[config.mk]
export PLATFORM = sky130hd
export DESIGN_NAME = pkt_fifo
export DESIGN_NICKNAME = d
export VERILOG_FILES = /design/src/rtl/pkt_fifo.sv
export SDC_FILE = /design/constraint.sdc
export NUM_CORES = 1
export LEC_CHECK = 0
export BUFFER_PORTS_ARGS = -buffer_cell sky130_fd_sc_hd__buf_4
export CAP_MARGIN = 20
export CORE_ASPECT_RATIO = 0.75
export CORE_UTILIZATION = 40
export DETAILED_ROUTE_END_ITERATION = 16
export PLACE_DENSITY = 0.6
export SLEW_MARGIN = 20
export SYNTH_ARGS = -nofsm -noshare
export SYNTH_HDL_FRONTEND = slang
export SYNTH_SLANG_ARGS = --single-unit
export TNS_END_PERCENT = 10
[constraint.sdc]
create_clock -name clk -period 3.4 [get_ports clk]
set_input_delay 0.17 -clock clk [delete_from_list [all_inputs] [get_ports clk]]
set_output_delay 0.17 -clock clk [all_outputs]
set_load 0.05 [all_outputs]
[src/rtl/pkt_fifo.sv]
// Whole-packet synchronous FIFO: one entry per packet, registered read data and
// registered status flags, with sticky overflow/underflow and a synchronous flush.
module pkt_fifo #(
    parameter int unsigned FLIT_WIDTH  = 16,
    parameter int unsigned TOTAL_FLITS = 4,
    parameter int unsigned DEPTH       = 4,
    parameter int unsigned AF_THRESH   = DEPTH - 1,
    localparam int unsigned PKT_W      = FLIT_WIDTH * TOTAL_FLITS,
    localparam int unsigned CNT_W      = $clog2(DEPTH) + 1
) (
    input  logic             clk,
    input  logic             resetn,
    input  logic             wreq,
    input  logic [PKT_W-1:0] din,
    input  logic             rreq,
    output logic [PKT_W-1:0] dout,
    input  logic             flush,
    output logic             full,
    output logic             empty,
    output logic             almost_full,
    output logic [CNT_W-1:0] count,
    output logic             overflow,
    output logic             underflow
);

    localparam int unsigned AW = CNT_W - 1;
    localparam logic [CNT_W-1:0] AF_LVL = CNT_W'(AF_THRESH);

    logic [PKT_W-1:0] r_mem [DEPTH];
    logic [CNT_W-1:0] r_wptr, r_rptr, r_count;
    logic [PKT_W-1:0] r_dout;
    logic             r_full, r_empty, r_af, r_ovf, r_unf;

    logic             w_wr_acc, w_rd_acc;
    logic [CNT_W-1:0] w_wptr_d, w_rptr_d, w_count_d;

    // full/empty are registered, so acceptance uses the pre-edge view
    assign w_wr_acc = wreq && !r_full && !flush;
    assign w_rd_acc = rreq && !r_empty && !flush;

    always_comb begin
        w_wptr_d = r_wptr;
        w_rptr_d = r_rptr;
        if (flush) begin
            w_wptr_d = '0;
            w_rptr_d = '0;
        end else begin
            if (w_wr_acc) w_wptr_d = r_wptr + 1'b1;
            if (w_rd_acc) w_rptr_d = r_rptr + 1'b1;
        end
        // Pointer difference modulo 2*DEPTH spans 0..DEPTH exactly
        w_count_d = w_wptr_d - w_rptr_d;
    end

    always_ff @(posedge clk or negedge resetn) begin
        if (!resetn) begin
            r_wptr  <= '0;
            r_rptr  <= '0;
            r_count <= '0;
            r_dout  <= '0;
            r_full  <= 1'b0;
            r_empty <= 1'b1;
            r_af    <= 1'b0;
            r_ovf   <= 1'b0;
            r_unf   <= 1'b0;
        end else begin
            r_wptr  <= w_wptr_d;
            r_rptr  <= w_rptr_d;
            r_count <= w_count_d;
            r_empty <= (w_wptr_d == w_rptr_d);
            r_full  <= (w_wptr_d[AW-1:0] == w_rptr_d[AW-1:0]) &&
                       (w_wptr_d[AW] != w_rptr_d[AW]);
            r_af    <= (w_count_d >= AF_LVL);
            if (w_rd_acc) r_dout <= r_mem[r_rptr[AW-1:0]];
            if (flush) begin
                r_ovf <= 1'b0;
                r_unf <= 1'b0;
            end else begin
                if (wreq && r_full)  r_ovf <= 1'b1;
                if (rreq && r_empty) r_unf <= 1'b1;
            end
        end
    end

    always_ff @(posedge clk) begin
        if (w_wr_acc) r_mem[r_wptr[AW-1:0]] <= din;
    end

    assign dout        = r_dout;
    assign full        = r_full;
    assign empty       = r_empty;
    assign almost_full = r_af;
    assign count       = r_count;
    assign overflow    = r_ovf;
    assign underflow   = r_unf;

endmodule

==> results.json <==
{
  "status": "finished clean",
  "wl_met1_um": 10590,
  "pre_cts_ws_ps": 1147,
  "cts_root_buf": "clkbuf_16",
  "cp-start-kind": "flip-flop",
  "max-slew-margin-rel_pct": 31.47,
  "antenna_found_initial": 0,
  "hold_path_startpoint": "wreq",
  "syn2layout_area_growth_pct": 27.35,
  "ir_drop_mv": 0.4826,
  "crit_path_end_kind": "flip-flop",
  "r2r_end": "almost_full$_DFF_PN0_",
  "synth.distinct_cells": 25,
  "cp.required_ps": 3790,
  "rsz0062_at_grt": "false",
  "wl_met2_um": 12320,
  "htree_levels": 2,
  "setup_ws_ps": 1152,
  "r2r_slack_ps": 1150,
  "initial_utilization_pct": 40.79,
  "finalSetupViolations": 0,
  "highest_layer": "met4",
  "tightestPinTransition_ps": 1028,
  "routed_via_density": 5.004,
  "port_buffers": 140,
  "grt_overflow_total": 0,
  "p_leak_uw": 0.005624,
  "path_max_fanout": 15,
  "die_area_um2": 31520,
  "avgSynthCellArea_um2": 23.12,
  "powerDensity_nw_per_um2": 765.7,
  "numCtsBuffers": 35,
  "finalCritPeriodShare_pct": 66.11,
  "max_cap_violations": 0,
  "dr.first_iter.drc_count": 287,
  "seq_area_frac_synth_pct": 78.24,
  "drc": 0,
  "whs_endpoint": "r_wptr[2]$_DFF_PN0_",
  "core_area_um2": 30210,
  "synth_seq_cells": 334,
  "grt_pass1_wl_um": 38350,
  "min_path_type": "in2reg",
  "grt_max_degree": 65,
  "syn_area_um2": 12320,
  "slew_viol_final": 0,
  "drive_gt1_share_pct": 42.75,
  "crit_type": "reg2reg",
  "setup-tns-final_ps": 0,
  "worstReg2RegStart": "r_rptr[0]$_DFF_PN0_",
  "yosys_warnings": 0,
  "cts_tree": "yes",
  "postRouteAntennaNets": 0,
  "final_nets": 845,
  "clockBufferDepth": 3,
  "finalHoldViolations": 0,
  "final.fill_count": 2361,
  "syn-instance-count": 533,
  "crit_arrival_ps": 2630,
  "rr_worst_depth": 6,
  "skew_ps": 13.93,
  "grtUsageTotal_pct": 16.43,
  "dr.pass1.iters": 4,
  "io_pins": 141,
  "n_antenna_cell": 0,
  "chipWidth_um": 204.7,
  "syn-num-nets": 610,
  "cts-resized-gates": 0,
  "gp_congestion": 0.7309,
  "grt_pass1_vias": 6545,
  "clock-sinks": 334,
  "drt_wl_total_um": 24640,
  "fmax_mhz": 444.9,
  "wl_met3_um": 1231,
  "wl_per_cell_um": 20.67,
  "rows": 55,
  "period_minus_slack_ps": 2248,
  "cts_setup_buffers": 0,
  "dpl.hpwl_um": 14110,
  "clk_latency_ps": 510,
  "die_h_um": 154,
  "vias": 5965,
  "clk_pin_slew_worst_paths_ps": 60,
  "hold_depth": 3
}
==> state kept, by name, indices dropped and copies added, names as in the netlist <==
name,cells
almost_full,1
count,3
dout,64
empty,1
full,1
overflow,1
r_mem,256
r_rptr,3
r_wptr,3
underflow,1
==> synthesized netlist by cell type <==
| cell | number | share of area, % |
|---|---|---|
| xor2_1 | 1 | 0.071 |
| xnor2_1 | 3 | 0.21 |
| nand2_1 | 1 | 0.030 |
| a21boi_0 | 1 | 0.061 |
| and2_1 | 4 | 0.20 |
| or2_2 | 1 | 0.051 |
| inv_1 | 6 | 0.18 |
| dfstp_2 | 1 | 0.21 |
| buf_2 | 9 | 0.37 |
| mux4_2 | 64 | 12 |
| nand2b_1 | 1 | 0.051 |
| mux2_2 | 66 | 6.0 |
| nand3b_1 | 2 | 0.12 |
| nor3b_2 | 1 | 0.10 |
| buf_6 | 6 | 0.55 |
| edfxtp_1 | 256 | 62 |
| mux2i_1 | 3 | 0.24 |
| ha_1 | 7 | 0.71 |
| nor2b_1 | 3 | 0.15 |
| clkbuf_1 | 2 | 0.061 |
| dfrtp_1 | 77 | 16 |
| nor2_1 | 9 | 0.27 |
| fa_1 | 1 | 0.16 |
| buf_4 | 5 | 0.30 |
| a21oi_1 | 3 | 0.12 |
==> cell usage in the layout (no fill, tap or decap), drive strengths merged, types with 4 or more instances in the layout <==
master         n
ha             7
mux2          66
buf          152
dlygate4sd3   68
clkbuf        49
mux4          64
nor2           9
inv            7
edfxtp       256
and2           4
dfrtp         77
clkinv         9
==> logic make-up (layout without fill, tap and decap cells) <==
family	Yosys count	count (layout)	synth area share, %
xor+xnor	4	4	0.2844
compound gates	4	4	0.1828
flops	334	334	78.24
fa+ha+maj	8	8	0.8732
simple gates	22	22	0.9849
buf+inv	28	288	1.462
mux	133	133	17.97
==> final cells by class <==
type	count	area, um^2	area share [%]
timing repair buffer	220	1872	11.93
sequential	334	9648	61.49
clock buffer	49	991.0	6.315
inverter	6	22.52	0.1435
clock inverter	13	141.4	0.9010
multi-input combinational	171	2517	16.04
tap	399	499.2	3.182
==> repair_timing <==
| action | in CTS | in global routing |
|---|---|---|
| hold buffers | 68 | 0 |
| hold endpoints to repair | 297 | 0 |
| setup endpoints to repair | 0 | 0 |
==> routing by layer <==
layer	track usage, %	up-vias
met4	5.117	0
li1	-	2621
met5	0	-
met2	27.06	139
met1	21.60	3165
met3	3.858	40
==> power breakdown <==
part / internal (uW) / total [uW] / switching [uW]
Clock: 2260 / 3760 / 1490
Sequential: 4910 / 5200 / 292
Combinational: 1070 / 3060 / 1990
Total: 8240 / 12000 / 3770
==> critical path, cell delays in order (launching register included) <==
cell	delay (ps)
dfrtp_4	620
ha_1	330
mux2i_1	60
or2_2	320
fa_1	510
a21boi_0	200
mux2i_1	90
==> how the worst max path moves through the flow <==
stage / startpoint / end / depth (start not counted)
detailed placement: r_rptr[0]$_DFF_PN0_ / almost_full$_DFF_PN0_ / 6
CTS: r_rptr[0]$_DFF_PN0_ / almost_full$_DFF_PN0_ / 6
finish: r_rptr[0]$_DFF_PN0_ / almost_full$_DFF_PN0_ / 6
floorplan: full$_DFF_PN0_ / r_mem[0][0]$_DFFE_PP_ / 3
global route: r_rptr[0]$_DFF_PN0_ / almost_full$_DFF_PN0_ / 6
global placement: r_rptr[0]$_DFF_PN0_ / almost_full$_DFF_PN0_ / 6
==> metrics by stage <==
stage	cells	hold slack (ps)	utilization (%)	instance area [um^2]	power, uW
2_1_floorplan	533	-125.6	-	12320	7260
3_3_place_gp	1062	237.9	45.94	13880	8264
3_5_place_dp	1062	243.6	45.94	13880	8319
4_1_cts	1192	61.26	51.94	15690	12170
5_1_grt	1192	93.87	51.94	15690	12490
6_report	1192	88.66	51.94	15690	12010
Power figures use the tool's default switching activity.
